`src/rtl/host_pkg.sv`:
```
// Shared definitions for the host command router: FSM states, header layout
// and memory target identifiers.
package host_pkg;

    typedef enum logic [2:0] {
        ST_IDLE,
        ST_HDR,
        ST_WR_DATA,
        ST_WR_DISCARD,
        ST_RD_ISSUE,
        ST_RD_WAIT,
        ST_RD_SEND
    } state_e;

    localparam int unsigned HDR_LEN  = 5;
    localparam int unsigned READ_BIT = 7;

    localparam int unsigned TGT_DATA   = 0;
    localparam int unsigned TGT_WEIGHT = 1;
    localparam int unsigned TGT_OP     = 2;
    localparam int unsigned TGT_HEAP   = 3;

endpackage

```
`src/rtl/word_serializer.sv`:
```
// Converts a loaded word into a LSB-first byte stream with valid/ready
// handshaking; done_o marks the handshake of the final byte.
module word_serializer #(
    parameter int unsigned WORD_WIDTH = 64
) (
    input  logic                  clk_i,
    input  logic                  rst_i,
    input  logic                  load_i,
    input  logic [WORD_WIDTH-1:0] word_i,
    input  logic                  ready_i,
    output logic [7:0]            byte_o,
    output logic                  valid_o,
    output logic                  done_o
);
    localparam int unsigned NB = WORD_WIDTH / 8;
    localparam int unsigned IW = (NB > 1) ? $clog2(NB) : 1;

    logic [WORD_WIDTH-1:0] word_q, word_d;
    logic [IW-1:0]         idx_q, idx_d;
    logic                  valid_q, valid_d;

    always_comb begin
        word_d  = word_q;
        idx_d   = idx_q;
        valid_d = valid_q;
        done_o  = 1'b0;
        if (load_i) begin
            word_d  = word_i;
            idx_d   = '0;
            valid_d = 1'b1;
        end else if (valid_q && ready_i) begin
            if (idx_q == IW'(NB - 1)) begin
                valid_d = 1'b0;
                done_o  = 1'b1;
            end else begin
                idx_d = idx_q + 1'b1;
            end
        end
    end

    always_ff @(posedge clk_i) begin
        if (rst_i) begin
            word_q  <= '0;
            idx_q   <= '0;
            valid_q <= 1'b0;
        end else begin
            word_q  <= word_d;
            idx_q   <= idx_d;
            valid_q <= valid_d;
        end
    end

    assign byte_o  = word_q[32'(idx_q)*8 +: 8];
    assign valid_o = valid_q;

endmodule

```
`src/rtl/host_cmd_router.sv`:
```
// Decodes byte-stream host packets into word reads/writes on one of several
// memory targets and streams read data back over a valid/ready byte port.
module host_cmd_router
    import host_pkg::*;
#(
    parameter int unsigned NUM_TARGETS    = 4,
    parameter int unsigned WORD_WIDTH     = 64,
    parameter int unsigned ADDR_WIDTH     = 16,
    parameter int unsigned READ_LATENCY   = 2,
    parameter int unsigned TIMEOUT_CYCLES = 100000
) (
    input  logic                              clk_in,
    input  logic                              rst_in,
    input  logic [7:0]                        rx_byte_in,
    input  logic                              rx_valid_in,
    output logic [7:0]                        tx_byte_out,
    output logic                              tx_valid_out,
    input  logic                              tx_ready_in,
    output logic [ADDR_WIDTH-1:0]             mem_addr_out,
    output logic [WORD_WIDTH-1:0]             mem_wdata_out,
    output logic [NUM_TARGETS-1:0]            mem_we_out,
    output logic [NUM_TARGETS-1:0]            mem_re_out,
    input  logic [NUM_TARGETS*WORD_WIDTH-1:0] mem_rdata_in,
    output logic                              busy_out,
    output logic                              err_out
);
    localparam int unsigned WB  = WORD_WIDTH / 8;
    localparam int unsigned BIW = (WB > 1) ? $clog2(WB) : 1;
    localparam int unsigned TW  = (NUM_TARGETS > 1) ? $clog2(NUM_TARGETS) : 1;
    localparam int unsigned IDW = $clog2(TIMEOUT_CYCLES + 1);
    localparam int unsigned LW  = (READ_LATENCY > 0) ? $clog2(READ_LATENCY + 1) : 1;

    state_e                 state_q, state_d;
    logic [7:0]             cmd_q, cmd_d;
    logic [2:0]             hdr_idx_q, hdr_idx_d;
    logic [ADDR_WIDTH-1:0]  addr_q, addr_d;
    logic [15:0]            cnt_q, cnt_d;
    logic [BIW-1:0]         byte_idx_q, byte_idx_d;
    logic [WORD_WIDTH-1:0]  word_q, word_d;
    logic [IDW-1:0]         idle_q, idle_d;
    logic [LW-1:0]          wait_q, wait_d;
    logic [ADDR_WIDTH-1:0]  mem_addr_q, mem_addr_d;
    logic [WORD_WIDTH-1:0]  wdata_q, wdata_d;
    logic [NUM_TARGETS-1:0] we_q, we_d, re_q, re_d;
    logic                   err_q, err_d;

    logic [TW-1:0]          tgt_idx;
    logic                   tgt_ok;
    logic [NUM_TARGETS-1:0] tgt_onehot;
    logic [WORD_WIDTH-1:0]  word_fill;
    logic [WORD_WIDTH-1:0]  rd_word;
    logic [15:0]            cnt_full;
    logic                   ser_load, ser_done;

    assign tgt_idx  = cmd_q[TW-1:0];
    assign tgt_ok   = 32'(cmd_q[6:0]) < NUM_TARGETS;
    assign rd_word  = mem_rdata_in[32'(tgt_idx)*WORD_WIDTH +: WORD_WIDTH];
    assign cnt_full = {rx_byte_in, cnt_q[7:0]};

    always_comb begin
        tgt_onehot          = '0;
        tgt_onehot[tgt_idx] = 1'b1;
        word_fill                          = word_q;
        word_fill[32'(byte_idx_q)*8 +: 8]  = rx_byte_in;
    end

    always_comb begin
        state_d    = state_q;
        cmd_d      = cmd_q;
        hdr_idx_d  = hdr_idx_q;
        addr_d     = addr_q;
        cnt_d      = cnt_q;
        byte_idx_d = byte_idx_q;
        word_d     = word_q;
        idle_d     = idle_q;
        wait_d     = wait_q;
        mem_addr_d = mem_addr_q;
        wdata_d    = wdata_q;
        we_d       = '0;
        re_d       = '0;
        err_d      = 1'b0;
        ser_load   = 1'b0;

        unique case (state_q)
            ST_IDLE: begin
                if (rx_valid_in) begin
                    cmd_d     = rx_byte_in;
                    hdr_idx_d = 3'd1;
                    idle_d    = '0;
                    state_d   = ST_HDR;
                end
            end

            ST_HDR, ST_WR_DATA, ST_WR_DISCARD: begin
                if (!rx_valid_in) begin
                    if (idle_q == IDW'(TIMEOUT_CYCLES - 1)) begin
                        err_d      = 1'b1;
                        word_d     = '0;
                        byte_idx_d = '0;
                        state_d    = ST_IDLE;
                    end else begin
                        idle_d = idle_q + 1'b1;
                    end
                end else begin
                    idle_d = '0;
                    if (state_q == ST_HDR) begin
                        hdr_idx_d = hdr_idx_q + 1'b1;
                        case (hdr_idx_q)
                            3'd1: addr_d = ADDR_WIDTH'({8'h00, rx_byte_in});
                            3'd2: addr_d = ADDR_WIDTH'({rx_byte_in, addr_q[7:0]});
                            3'd3: cnt_d  = {8'h00, rx_byte_in};
                            default: begin
                                cnt_d      = cnt_full;
                                byte_idx_d = '0;
                                word_d     = '0;
                                if (cnt_full == 16'd0) begin
                                    state_d = ST_IDLE;
                                end else if (!tgt_ok) begin
                                    // Bad target still has its payload drained so framing stays aligned.
                                    err_d   = 1'b1;
                                    state_d = cmd_q[READ_BIT] ? ST_IDLE : ST_WR_DISCARD;
                                end else begin
                                    state_d = cmd_q[READ_BIT] ? ST_RD_ISSUE : ST_WR_DATA;
                                end
                            end
                        endcase
                    end else if (byte_idx_q == BIW'(WB - 1)) begin
                        byte_idx_d = '0;
                        word_d     = '0;
                        if (state_q == ST_WR_DATA) begin
                            we_d       = tgt_onehot;
                            wdata_d    = word_fill;
                            mem_addr_d = addr_q;
                        end
                        addr_d = addr_q + 1'b1;
                        cnt_d  = cnt_q - 1'b1;
                        if (cnt_q == 16'd1) state_d = ST_IDLE;
                    end else begin
                        byte_idx_d = byte_idx_q + 1'b1;
                        word_d     = word_fill;
                    end
                end
            end

            ST_RD_ISSUE: begin
                re_d       = tgt_onehot;
                mem_addr_d = addr_q;
                wait_d     = '0;
                state_d    = ST_RD_WAIT;
            end

            ST_RD_WAIT: begin
                if (wait_q == LW'(READ_LATENCY)) begin
                    ser_load = 1'b1;
                    state_d  = ST_RD_SEND;
                end else begin
                    wait_d = wait_q + 1'b1;
                end
            end

            ST_RD_SEND: begin
                if (ser_done) begin
                    addr_d  = addr_q + 1'b1;
                    cnt_d   = cnt_q - 1'b1;
                    state_d = (cnt_q == 16'd1) ? ST_IDLE : ST_RD_ISSUE;
                end
            end

            default: state_d = ST_IDLE;
        endcase
    end

    always_ff @(posedge clk_in) begin
        if (rst_in) begin
            state_q    <= ST_IDLE;
            cmd_q      <= '0;
            hdr_idx_q  <= '0;
            addr_q     <= '0;
            cnt_q      <= '0;
            byte_idx_q <= '0;
            word_q     <= '0;
            idle_q     <= '0;
            wait_q     <= '0;
            mem_addr_q <= '0;
            wdata_q    <= '0;
            we_q       <= '0;
            re_q       <= '0;
            err_q      <= 1'b0;
        end else begin
            state_q    <= state_d;
            cmd_q      <= cmd_d;
            hdr_idx_q  <= hdr_idx_d;
            addr_q     <= addr_d;
            cnt_q      <= cnt_d;
            byte_idx_q <= byte_idx_d;
            word_q     <= word_d;
            idle_q     <= idle_d;
            wait_q     <= wait_d;
            mem_addr_q <= mem_addr_d;
            wdata_q    <= wdata_d;
            we_q       <= we_d;
            re_q       <= re_d;
            err_q      <= err_d;
        end
    end

    word_serializer #(
        .WORD_WIDTH(WORD_WIDTH)
    ) u_ser (
        .clk_i  (clk_in),
        .rst_i  (rst_in),
        .load_i (ser_load),
        .word_i (rd_word),
        .ready_i(tx_ready_in),
        .byte_o (tx_byte_out),
        .valid_o(tx_valid_out),
        .done_o (ser_done)
    );

    assign mem_addr_out  = mem_addr_q;
    assign mem_wdata_out = wdata_q;
    assign mem_we_out    = we_q;
    assign mem_re_out    = re_q;
    assign err_out       = err_q;
    assign busy_out      = (state_q != ST_IDLE);

endmodule

```
`config.mk`:
```
export PLATFORM = sky130hd
export DESIGN_NAME = host_cmd_router
export DESIGN_NICKNAME = d
export VERILOG_FILES = /design/src/rtl/host_pkg.sv /design/src/rtl/word_serializer.sv /design/src/rtl/host_cmd_router.sv
export SDC_FILE = /design/constraint.sdc
export NUM_CORES = 1
export LEC_CHECK = 0
export CAP_MARGIN = 5
export CORE_UTILIZATION = 45
export CTS_CLUSTER_SIZE = 20
export DETAILED_ROUTE_END_ITERATION = 10
export HOLD_SLACK_MARGIN = 0.05
export PLACE_DENSITY = 0.84
export SETUP_SLACK_MARGIN = 0.15
export SYNTH_ARGS = -nofsm -noshare
export SYNTH_HDL_FRONTEND = slang
export SYNTH_SLANG_ARGS = --single-unit
```
`constraint.sdc`:
```
create_clock -name clk_in -period 2.8 [get_ports clk_in]
set_input_delay 0.42 -clock clk_in [delete_from_list [all_inputs] [get_ports clk_in]]
set_output_delay 0.42 -clock clk_in [all_outputs]
set_load 0.005 [all_outputs]
```
### Word-level counts from Yosys, hierarchy flattened

Cells that the tools add are included.

| storage, ports and cells | value |
|---|---|
| logic and storage cells | 176 |
| output and inout bits | 99 |
| bits of input ports | 268 |
| flip-flop bits (word level) | 289 |

| cells by class | value |
|---|---|
| magnitude comparators | 3 |
| $add $sub $neg | 8 |
| mux-type cells | 67 |
| reduce and logical (&&, ||, !) cells | 33 |
| bitwise logic cells | 7 |
| equal/unequal tests | 35 |
| shifts and indexed selects | 4 |

Operator list:

| operator | count |
|---|---|
| two-way mux 64 bit | 5 |
| indexed part select 256 x 9 -> 64 bit | 1 |
| two-way mux 16 bit | 12 |
| one-hot mux 16 bit (2 select lines) | 5 |
| bitwise mux 64 bit | 1 |
| variable shift 8 x 34 -> 64 bit, first input constant | 1 |
| indexed part select 64 x 7 -> 8 bit | 1 |
| indexed part select 8 x 34 -> 64 bit | 1 |
| two-way mux 3 bit | 19 |
| two-way mux 17 bit | 3 |
| negation 6 -> 34 bit | 1 |
| one-hot mux 17 bit (2 select lines) | 1 |
| AND reduction 5 bit | 4 |
| != test 2 bit, second input constant | 9 |
| != test 3 bit, second input constant | 6 |
| adder 17 x 1 -> 17 bit, second input constant | 1 |
| == test 17 bit, second input constant | 1 |
| adder 16 x 1 -> 16 bit, second input constant | 1 |
| == test 16 x 1 -> 1 bit, second input constant | 1 |
| logical NOT 16 bit | 1 |
| subtractor 16 x 1 -> 16 bit, second input constant | 1 |
| == test 3 bit, second input constant | 5 |
| two-way mux 1 bit | 15 |
| one-hot mux 3 bit (5 select lines) | 1 |
| 28 further kinds | 60 |

### Longest topological paths before layout

| depth | value |
|---|---|
| depth in word-level cells | 7 |
| depth in mapped cells | 11 |
| depth with buffers taken out | 8 |

### Modules after synthesis

Synthesis repeated with hierarchy kept, for this count alone.

| unflattened totals | value |
|---|---|
| cell total of the unflattened synthesis | 1569 |
| area total of the unflattened synthesis | 14759.2 µm² |

Modules (own cells, without submodules):

| module | area each (µm²) | times used | cells each | seq. area each (µm²) |
|---|---|---|---|---|
| host_cmd_router | 11798.8 | 1 | 1316 | 4424.2 |
| word_serializer | 2960.3 | 1 | 253 | 1361.3 |

### Worst setup path after synthesis

Ideal clock, no wire load.

| timing path | value |
|---|---|
| path kind | register -> register |
| from | reg byte_idx_q[0] |
| to | reg word_q[18] |
| data arrival time | 2223 ps |
| data required time | 2709 ps |
| library setup time | 91 ps |
| setup slack | 486 ps |
| clock period less this slack | 2314 ps |
| buffers on the path | 2 |
| cell stages (with the launch flop) | 11 |
| path through | dfxtp_1 -> inv_1 -> ha_1 -> ha_1 -> nor2_1 -> buf_2 -> nand4_2 -> nor2_2 -> buf_4 -> nand3_1 -> a311oi_1 |

| on the way | value |
|---|---|
| word-level cells in the longest chain between the ends | 6 |
| elaborated cells between the ends (all ways) | 8 |
| those cells by class | 1 x add/sub; 1 x eq/ne; 2 x shift; 4 x mux |

Ends and longest elaborated chain:

| element | RTL line | RTL |
|---|---|---|
| start, declared | host_cmd_router.sv:38 | `logic [BIW-1:0] byte_idx_q, byte_idx_d;` |
| start signal, assigned | host_cmd_router.sv:195 | `byte_idx_q <= byte_idx_d;` |
| negation 6 -> 34 bit | host_cmd_router.sv:64 | `word_fill[32'(byte_idx_q)*8 +: 8] = rx_byte_in;` |
| indexed part select 8 x 34 -> 64 bit / variable shift 8 x 34 -> 64 bit (equally long branches) | host_cmd_router.sv:64 |  |
| bitwise mux 64 bit | host_cmd_router.sv:64 |  |
| two-way mux 64 bit * | host_cmd_router.sv:127 | `end else if (byte_idx_q == BIW'(WB - 1)) begin` |
| two-way mux 64 bit * | host_cmd_router.sv:106 | `if (state_q == ST_HDR) begin` |
| two-way mux 64 bit * | host_cmd_router.sv:95 | `if (!rx_valid_in) begin` |
| end signal, assigned | host_cmd_router.sv:196 | `word_q <= word_d;` |
| end, declared | host_cmd_router.sv:39 | `logic [WORD_WIDTH-1:0] word_q, word_d;` |

Every way passes the cells marked *; elsewhere a longest branch is shown, timed or not.
A chain may end at the register's enable or synchronous reset.

### Worst setup path in the final report

| timing path | value |
|---|---|
| from | reg u_ser.idx_q[0] |
| to | out tx_byte_out[2] |

| on the way | value |
|---|---|
| word-level cells in the longest chain between the ends | 1 |

Ends and longest elaborated chain:

| element | RTL line | RTL |
|---|---|---|
| start, declared | word_serializer.sv:19 | `logic [IW-1:0] idx_q, idx_d;` |
| start signal, assigned | word_serializer.sv:48 | `idx_q <= idx_d;` |
| indexed part select 64 x 7 -> 8 bit | word_serializer.sv:53 | `assign byte_o = word_q[32'(idx_q)*8 +: 8];` |
| end, declared | host_cmd_router.sv:16 | `output logic [7:0] tx_byte_out,` |

No other way between the ends.

==> qor.txt <==
Outcome: complete, no violations
CP required: 2380 ps
H-tree levels: 1
Fmax: 379 MHz
Worst setup EP type: primary output
Peak VDD IR: 0.000541 V
PwrDens: 616 mW/mm^2
Critical Path, Cell by Cell: buf_8 -> buf_4 -> buf_4 -> mux4_2 -> mux2_4 -> clkbuf_2
Die span in y: 185 um
CTS root buf: clkbuf_16
Half-perimeter wire length after placement: 37400 um
Critical path's top delay family: multiplexers
Layout cell share with drive strength beyond 1: 13.8%
Slew Limit Fails: 0
Port bufs: 366
Max Cap Violations: 0
DRC errors left: 0
Worst-Skew Late Latency: 560 ps
Minimum clock period: 2640 ps
Dpl cells: 2438
Avg Inst Size Synth: 8.68 um^2
Startpoint types: flip-flop
Area Overhead vs Synth: 36.0%
Filler Cell Count: 2698
Pin count of the biggest net entering global routing: 99
Grt total ovfl: 0
Async SR Flop Fraction: 0%
Ys Warns: 0
Post-synth EDFFs: 0
Via density: 5.91
Worst min path class: in -> reg
Commonest non-fill, non-tap cell in the layout: clkdlybuf4s50_1
Endpoints failing setup: 0
CP Max Fanout: 4
Most used cell, CP: buf_4
Most frequent cells in the layout: 357 x clkdlybuf4s50_1, 285 x dfxtp_1, 258 x nand2_1
Post-Layout Cell Count: 2510
Vias in the first global route: 14100
CP peak stage delay: 550 ps
Rel. slew slack: 38.7%
Core Box Area: 0.0327 mm^2
First-pass GRT wire length: 78100 um
Die area: 0.0341 mm^2
Area of the multi-input gates: 0.00850 mm^2
Overall routing resource usage: 29.3%
Per-cell routed wire length: 20.5 um
Syn Nets: 2013
Sequential element share of the synthesized area: 38.5%
Clock slew at reported path FFs: 70 ps
CTS tree: built
CTS Buf Count: 30
Placer's final routability congestion estimate: 0.914
Antenna Nets Post-Route: 0
Vias: 14800
Sink Count: 289
Distinct cell type count after synthesis: 80
Synthesized flop and latch total: 289
Critical path's slowest cell: mux4_2
Crit path DAT: 2220 ps
Die Wd: 185 um
Syn Inst Count: 1729
CTS Buffer Depth: 3
RSZ-0062 raised after global routing: true
Worst slew pin tran: 920 ps
Final worst-path cycle share: 94.3%
Kind of critical path: reg -> out
Skew final: 14.5 ps
Post-CTS Hold Buffers: 0
Register area: 0.00580 mm^2
Main synth FF type: dfxtp_1
Final wirelength: 51400 um
Final hold vios: 0
DR pass1 iterations: 6
Final TNS setup: 0 ps
Leak Pwr: 6.67 nW
Num ports: 367
Crit path buffers/inverters: 4
Final nets: 2322
Placement Rows: 66
Post-Syn Area: 0.0150 mm^2
Initial Util: 45.9%
Initial antenna violation count: 7
Initial DRC Count: 1269
-- cell usage after synthesis, types with 7 or more instances --
library cell,number,area share (%)
dfxtp_1,289,39
nand2_1,258,6.5
nor2_1,178,4.5
a21oi_1,176,5.9
clkbuf_1,100,2.5
mux4_2,80,12
a211oi_1,73,3.7
nor3_1,54,1.8
o21ai_0,48,1.6
a311oi_1,45,2.6
nand3_1,41,1.4
buf_2,39,1.3
inv_1,33,0.83
mux2i_1,29,1.9
a31oi_1,25,1.0
and2_1,21,0.88
or3_1,18,0.75
a31o_2,16,0.93
ha_1,16,1.3
buf_1,14,0.35
xor2_1,10,0.58
mux2_2,9,0.68
nand2b_1,9,0.38
nand4_1,8,0.33
o2bb2ai_1,8,0.47
o31ai_1,7,0.35
or4_1,7,0.35
-- stage by stage --
step	hold WS, ps	instance area (um^2)	utilization [%]	power (W)	setup WS, ps
final	243	20400	62.4	0.0126	160
after global routing	255	20400	62.4	0.0131	126
after detailed placement	446	19100	58.4	0.00809	197
after floorplan	431	15000	-	0.00693	486
after global placement	439	19100	58.4	0.00801	362
after CTS	248	20300	62.2	0.0126	81.9
-- power by group --
group | internal (W) | switching (W) | leakage [nW]
clock network | 0.00274 | 0.00174 | 0.554
registers | 0.00426 | 0.000283 | 2.33
logic | 0.00165 | 0.00191 | 3.79
total | 0.00865 | 0.00394 | 6.67
-- cell type report --
class / instances / area share (%)
Multi-Input combinational cell: 1243 / 41.6
Clock inverter: 20 / 1.35
Antenna cell: 6 / 0.0735
Sequential cell: 289 / 28.4
Clock buffer: 36 / 4.19
Tap cell: 442 / 2.71
Inverter: 33 / 0.607
Timing Repair Buffer: 441 / 21.0
-- layer usage --
layer	vias to the layer above	track usage (%)	part of all wire (%)	wire length [um]
met5	-	0	0.019	10
met4	2	13.0	4.9	2540
met3	125	5.41	7.5	3850
met2	693	51.2	50	25500
met1	7112	35.0	38	19400
li1	6914	-	-	-
-- sequential cells by signal, indices dropped and copies added, names as in the netlist --
register and cells:
mem_addr_out 16, u_ser.word_q 64, u_ser.valid_o 1, state_q 3
cmd_q 8, addr_q 16, wait_q 2, mem_wdata_out 64
idle_q 17, cnt_q 16, mem_re_out 4, err_out 1
hdr_idx_q 3, u_ser.idx_q 3, mem_we_out 4, byte_idx_q 3
word_q 64
-- path summary, 6_finish.rpt --
kind                                    endpoint              from  slack [ps]  cells past startpoint
worst max-delay path              tx_byte_out[2]    u_ser.idx_q[0]         160                      6
worst min-delay path            mem_addr_out[14]            rst_in         240                      2
worst max register to register         addr_q[9]    u_ser.idx_q[0]         260                     10
worst min register to register  u_ser.word_q[31]  u_ser.word_q[31]         460                      2
-- cells by family (layout without fill, tap and decap cells) --
logic type                 after synthesis  count (layout)  share of synthesized area (%)
muxes                                  118             118                           14.6
buffers and inverters                  197             530                           5.57
xor gates and xnor gates                11              11                          0.642
and+or+nand+nor                        646             646                           19.8
adders and majority gates               16              16                           1.33
DFF                                    289             289                           38.5
other                                    0               6                              0
AOI/OAI and AO/OA                      452             452                           19.6
-- timing repair --
item                       in CTS  in global routing
gates resized for setup        19                 27
pin swaps                       0                  0
gates cloned                    1                  0
setup buffers                   5                  4
setup endpoints to repair       8                 65
Power figures use the tool's default switching activity.
